File: src/rtl/mem_port_arbiter.sv
// mem_port_arbiter: shares one single-port memory between the CPU multicycle
// controller and the DMA/loader requester.
//
// Each requester runs a req/ack handshake. In IDLE the arbiter picks one
// requester, then latches that requester's address, write data and direction
// into the memory port. It holds the read or write strobe for MEM_LAT cycles,
// then pulses the winner's ack for one cycle. Read data is captured into rdata
// on the last strobe cycle. rdata keeps that value until the next completed
// read.
//
// Arbitration:
//   default                    round-robin; the first tie after reset goes to the CPU
//   ARB_CPU_PRIORITY_EN macro  fixed priority; the CPU wins every tie
//
// Ports:
//   Clk, Reset                        clock (rising edge), async active-low reset
//   cpu_req/we/addr/wdata  (in)       CPU request, held until cpu_ack
//   cpu_gnt, cpu_ack       (out)      CPU owns port / one-cycle completion
//   dma_req/we/addr/wdata  (in)       DMA request, held until dma_ack
//   dma_gnt, dma_ack       (out)      DMA owns port / one-cycle completion
//   rdata                  (out)      data of the last completed read
//   mem_addr, mem_wdata    (out)      memory address / write data
//   mem_rd, mem_wr         (out)      memory read / write strobes
//   mem_rdata              (in)       memory read data, valid on last strobe cycle
//
// Parameters: ADDR_W, DATA_W, MEM_LAT (strobe cycles, 1..15).
// All outputs are registered.

module mem_port_arbiter #(
  parameter int unsigned ADDR_W  = 16,
  parameter int unsigned DATA_W  = 16,
  parameter int unsigned MEM_LAT = 2
) (
  input  logic              Clk,
  input  logic              Reset,
  input  logic              cpu_req,
  input  logic              cpu_we,
  input  logic [ADDR_W-1:0] cpu_addr,
  input  logic [DATA_W-1:0] cpu_wdata,
  output logic              cpu_gnt,
  output logic              cpu_ack,
  input  logic              dma_req,
  input  logic              dma_we,
  input  logic [ADDR_W-1:0] dma_addr,
  input  logic [DATA_W-1:0] dma_wdata,
  output logic              dma_gnt,
  output logic              dma_ack,
  output logic [DATA_W-1:0] rdata,
  output logic [ADDR_W-1:0] mem_addr,
  output logic [DATA_W-1:0] mem_wdata,
  output logic              mem_rd,
  output logic              mem_wr,
  input  logic [DATA_W-1:0] mem_rdata
);

  localparam int unsigned CNT_W = 4;
  localparam logic SEL_CPU = 1'b0;
  localparam logic SEL_DMA = 1'b1;

  // The latency counter is 4 bits wide, so MEM_LAT must be in 1..15.
  if (MEM_LAT == 0 || MEM_LAT > 15) begin : g_bad_mem_lat
    $error("mem_port_arbiter: MEM_LAT must be in 1..15");
  end

  typedef enum logic [1:0] {
    IDLE = 2'd0,
    BUSY = 2'd1,
    RESP = 2'd2
  } state_t;

  state_t             state_q, state_d;
  logic [CNT_W-1:0]   cnt_q, cnt_d;
  logic               last_gnt_q, last_gnt_d;

  logic               cpu_gnt_d, dma_gnt_d;
  logic               cpu_ack_d, dma_ack_d;
  logic               mem_rd_d, mem_wr_d;
  logic [ADDR_W-1:0]  mem_addr_d;
  logic [DATA_W-1:0]  mem_wdata_d;
  logic [DATA_W-1:0]  rdata_d;

  logic               pick_dma;
  logic               sel_we;

  // Arbitration: decide who would win if the arbiter accepted a request now.
  always_comb begin
`ifdef ARB_CPU_PRIORITY_EN
    pick_dma = ~cpu_req;
`else
    // A lone DMA request wins. On a tie, the grant goes to whoever did not win last time.
    pick_dma = dma_req & (~cpu_req | (last_gnt_q == SEL_CPU));
`endif
  end

  assign sel_we = pick_dma ? dma_we : cpu_we;

  // State and output registers.
  always_ff @(posedge Clk or negedge Reset) begin
    if (!Reset) begin
      state_q    <= IDLE;
      cnt_q      <= '0;
      last_gnt_q <= SEL_DMA;
      cpu_gnt    <= 1'b0;
      dma_gnt    <= 1'b0;
      cpu_ack    <= 1'b0;
      dma_ack    <= 1'b0;
      mem_rd     <= 1'b0;
      mem_wr     <= 1'b0;
      mem_addr   <= '0;
      mem_wdata  <= '0;
      rdata      <= '0;
    end else begin
      state_q    <= state_d;
      cnt_q      <= cnt_d;
      last_gnt_q <= last_gnt_d;
      cpu_gnt    <= cpu_gnt_d;
      dma_gnt    <= dma_gnt_d;
      cpu_ack    <= cpu_ack_d;
      dma_ack    <= dma_ack_d;
      mem_rd     <= mem_rd_d;
      mem_wr     <= mem_wr_d;
      mem_addr   <= mem_addr_d;
      mem_wdata  <= mem_wdata_d;
      rdata      <= rdata_d;
    end
  end

  // Next-state and next-output logic.
  always_comb begin
    state_d     = state_q;
    cnt_d       = cnt_q;
    last_gnt_d  = last_gnt_q;
    cpu_gnt_d   = cpu_gnt;
    dma_gnt_d   = dma_gnt;
    cpu_ack_d   = cpu_ack;
    dma_ack_d   = dma_ack;
    mem_rd_d    = mem_rd;
    mem_wr_d    = mem_wr;
    mem_addr_d  = mem_addr;
    mem_wdata_d = mem_wdata;
    rdata_d     = rdata;

    unique case (state_q)
      IDLE: begin
        if (cpu_req || dma_req) begin
          mem_addr_d  = pick_dma ? dma_addr  : cpu_addr;
          mem_wdata_d = pick_dma ? dma_wdata : cpu_wdata;
          mem_rd_d    = ~sel_we;
          mem_wr_d    = sel_we;
          cpu_gnt_d   = ~pick_dma;
          dma_gnt_d   = pick_dma;
          cnt_d       = CNT_W'(MEM_LAT - 1);
          last_gnt_d  = pick_dma ? SEL_DMA : SEL_CPU;
          state_d     = BUSY;
        end
      end

      BUSY: begin
        if (cnt_q != '0) begin
          cnt_d = cnt_q - CNT_W'(1);
        end else begin
          // Last strobe cycle: capture read data and raise the owner's ack.
          if (mem_rd) begin
            rdata_d = mem_rdata;
          end
          mem_rd_d  = 1'b0;
          mem_wr_d  = 1'b0;
          cpu_ack_d = cpu_gnt;
          dma_ack_d = dma_gnt;
          state_d   = RESP;
        end
      end

      RESP: begin
        cpu_ack_d = 1'b0;
        dma_ack_d = 1'b0;
        cpu_gnt_d = 1'b0;
        dma_gnt_d = 1'b0;
        state_d   = IDLE;
      end

      default: begin
        state_d = IDLE;
      end
    endcase
  end

endmodule

File: config.mk
export PLATFORM = sky130hd
export DESIGN_NAME = mem_port_arbiter
export DESIGN_NICKNAME = d
export VERILOG_FILES = /design/src/rtl/mem_port_arbiter.sv
export SDC_FILE = /design/constraint.sdc
export NUM_CORES = 1
export LEC_CHECK = 0
export BUFFER_PORTS_ARGS = -buffer_cell sky130_fd_sc_hd__buf_2
export CORE_AREA = 2 2 92 94
export DETAILED_ROUTE_END_ITERATION = 10
export DIE_AREA = 0 0 94 96
export GPL_ROUTABILITY_DRIVEN = 0
export PLACE_DENSITY_LB_ADDON = 0.25
export SETUP_SLACK_MARGIN = 0.2
export SLEW_MARGIN = 20
export SYNTH_ARGS = -nofsm -noshare
export SYNTH_HDL_FRONTEND = slang
export SYNTH_SLANG_ARGS = --single-unit
File: constraint.sdc
create_clock -name Clk -period 3.3 [get_ports Clk]
set_clock_uncertainty 0.1 [all_clocks]
set_input_delay 0.66 -clock Clk [delete_from_list [all_inputs] [get_ports Clk]]
set_output_delay 0.66 -clock Clk [all_outputs]
set_load 0.1 [all_outputs]
==> impl_metrics.py <==
metrics = {
    "cts": {
        "cts.path.max_buffers": 2,
        "cts_root_buf": "clkbuf_8",
        "cts_tree": "yes",
        "postCtsSetupBuffers": 0,
        "cts_resized": 0,
        "ctsHoldBuffers": 0,
        "clk_pin_slew_ns": 0.07,
        "htreeDepth": 3,
        "cts-buffers-inserted": 9,
        "clock_latency_ns": 0.32,
        "clock_sinks": 61,
    },
    "critical_path": {
        "cp_slowest_stage_delay_ns": 0.45,
        "worstPathCellList": "buf_2",
        "critPathArrivalTime_ns": 1.19,
        "slowest_stage": "buf_2",
        "worstReg2RegEnd": "dma_ack$_DFFE_PN0P_",
        "crit_fanout": 3,
        "cpLargestDelayFamily": "buffers and inverters",
        "reg2reg_depth": 5,
        "r2r-start": "cnt_q[0]$_DFFE_PN0P_",
        "path_buf_inv": 1,
        "crit_path_start_kind": "register",
        "crit_required_ns": 2.54,
        "path_class": "reg2out",
        "rrSetupSlack_ns": 1.42,
        "endpoint_kind": "output port",
    },
    "drt": {
        "detail-route-antenna-nets": 0,
        "highest_layer": "met4",
        "drc_errors": 0,
        "drt_iter0_drc": 76,
        "routed-wl-met3_um": 512,
        "routed-via-count": 2332,
        "avgViaCountPerCell": 4.808,
        "dr.pass1.iters": 4,
        "wirelength_um": 6886,
        "dr_wl_met2_um": 3474,
        "met1Wirelength_um": 2838,
        "wire_per_inst_um": 14.20,
    },
    "status": {
        "status": "finished, final reports clean",
    },
    "synthesis": {
        "syn_inst": 236,
        "synth_most_common_cell": "o21ai_0",
        "ys_ff_latch": 61,
        "yosysTopAreaCell": "dfrtp_1",
        "synth_area_leaders": "dfrtp_1 (54%), o21ai_0 (13%), mux2i_1 (12%)",
        "synth_commonest_cells": "o21ai_0 (70), dfrtp_1 (60), mux2i_1 (34), mux2_2 (18), clkbuf_1 (10)",
        "syn_area_per_cell_um2": 11.67,
        "ys_async_sr_fraction": 1.000,
        "yosys.area.top_type_share": 0.5450,
        "ys_types": 29,
        "synth_seq_area_share": 0.5545,
        "synthesis.area_um2": 2755,
        "yosys_most_used_dff": "dfrtp_1",
        "yosysWarnings": 0,
        "synth_nets": 324,
        "synth_edf_count": 0,
    },
    "floorplanning": {
        "die_h_um": 96,
        "std_cell_rows": 33,
        "core_area_um2": 8051,
        "pin_count": 140,
        "die_area_um2": 9024,
        "initial_core_util": 0.3422,
        "die_x_um": 94,
    },
    "timing": {
        "min_period_ns": 1.946,
        "hold_violations": 0,
        "rsz0062_at_grt": "no",
        "final.setup.tns_ns": 0,
        "worst_pin_slew_ns": 0.6461,
        "fmax_mhz": 514.0,
        "drv_slew": 0,
        "setup_viol": 0,
        "period_share": 0.5896,
        "max_slew_margin": 0.5688,
        "hold_ws_ns": 0.2384,
    },
    "grt": {
        "overflow": 0,
        "grt_max_degree": 62,
        "grt_use_total": 0.1574,
        "grt_pass1_wl_um": 10940,
        "antenna_found_initial": 0,
        "first_global_vias": 2339,
    },
    "layout": {
        "drive_above_1_share": 0.4842,
        "fin_nets": 463,
        "antenna_cells": 0,
        "fillers": 773,
        "final_util": 0.4706,
        "area_growth_pct": 37.51,
        "finalNonFillerCells": 485,
    },
    "hold_path": {
        "min_path_type": "in2async",
    },
    "placement": {
        "dpl.cell_count": 469,
        "dp_hpwl_um": 4943,
        "io_buffers": 139,
    },
    "run": {
        "maxCapViolCount": 0,
    },
}
==> sequential cells by signal, summed over array words and instances, names as in the netlist <==
| name | count |
|---|---|
| mem_wr | 1 |
| dma_gnt | 1 |
| cnt_q | 4 |
| cpu_gnt | 1 |
| mem_wdata | 16 |
| last_gnt_q | 1 |
| cpu_ack | 1 |
| mem_addr | 16 |
| rdata | 16 |
| state_q | 2 |
| mem_rd | 1 |
| dma_ack | 1 |
==> layout make-up <==
class                   count  area, um^2  area share
clock inverters             3       67.56     0.01783
inverters                   2       7.507    0.001982
clock buffers              13       158.9     0.04194
well taps                 105       131.4     0.03468
flip-flops and latches     61        1528      0.4032
multi-input cells         157        1150      0.3035
repair buffers            144       745.7      0.1968
==> cells by family (layout without fill, tap and decap cells) <==
kind of cell               after synthesis  in the layout  synth area share
DFF                                     61             61            0.5545
adders and majority gates                2              2          0.009081
AOI/OAI and AO/OA                       81             81            0.1540
buffers and inverters                   18            162           0.03451
and+or+nand+nor                         22             22           0.05086
muxes                                   52             52            0.1971
==> cells in the final DEF, fill, tap and decap left out, drive strengths merged <==
cell,netlist,layout
nor2,6,6
mux2,18,18
o22a,1,1
nor3,1,1
a31oi,1,1
o2bb2ai,1,1
clkbuf,10,13
or3b,1,1
o22ai,2,2
dfstp,1,1
clkinvlp,0,1
and2b,1,1
buf,6,144
dfrtp,60,60
nand2b,3,3
nand2,2,2
a21boi,2,2
nand3,6,6
bufinv,0,2
nor3b,1,1
inv,2,2
ha,2,2
o21ai,72,72
or2,1,1
o21a,1,1
a21oi,1,1
mux2i,34,34
==> layer usage <==
| metal | global-route usage | up-vias |
|---|---|---|
| met5 | 0 | - |
| met1 | 0.1858 | 1110 |
| met2 | 0.2702 | 93 |
| met3 | 0.04464 | 4 |
| met4 | 0.06522 | 0 |
| li1 | - | 1125 |
==> worst reg2reg max path, stage by stage (launching register included) <==
cell	delay [ns]
dfrtp_1	0.41
inv_1	0.11
ha_1	0.17
or3b_2	0.49
nor2_1	0.32
o21ai_0	0.15
==> per-stage QoR <==
stage	setup WS, ns	cell area, um^2
2_1_floorplan	1.436	2755
6_report	1.354	3789
4_1_cts	1.311	3789
3_3_place_gp	1.150	3562
3_5_place_dp	1.034	3562
5_1_grt	1.250	3789
==> worst max path at each step <==
stage	start	end	cells after the start
floorplan	mem_rd$_DFFE_PN0P_	rdata[0]$_DFFE_PN0P_	3
global route	cnt_q[0]$_DFFE_PN0P_	cpu_ack$_DFFE_PN0P_	5
global placement	dma_req	mem_addr[6]$_DFFE_PN0P_	5
CTS	mem_rd$_DFFE_PN0P_	mem_rd	1
finish	mem_rd$_DFFE_PN0P_	mem_rd	1
detailed placement	dma_req	mem_wdata[7]$_DFFE_PN0P_	5
Power is not shown: default switching activity piles up to over one toggle a cycle in this logic, so the estimate is an artifact.
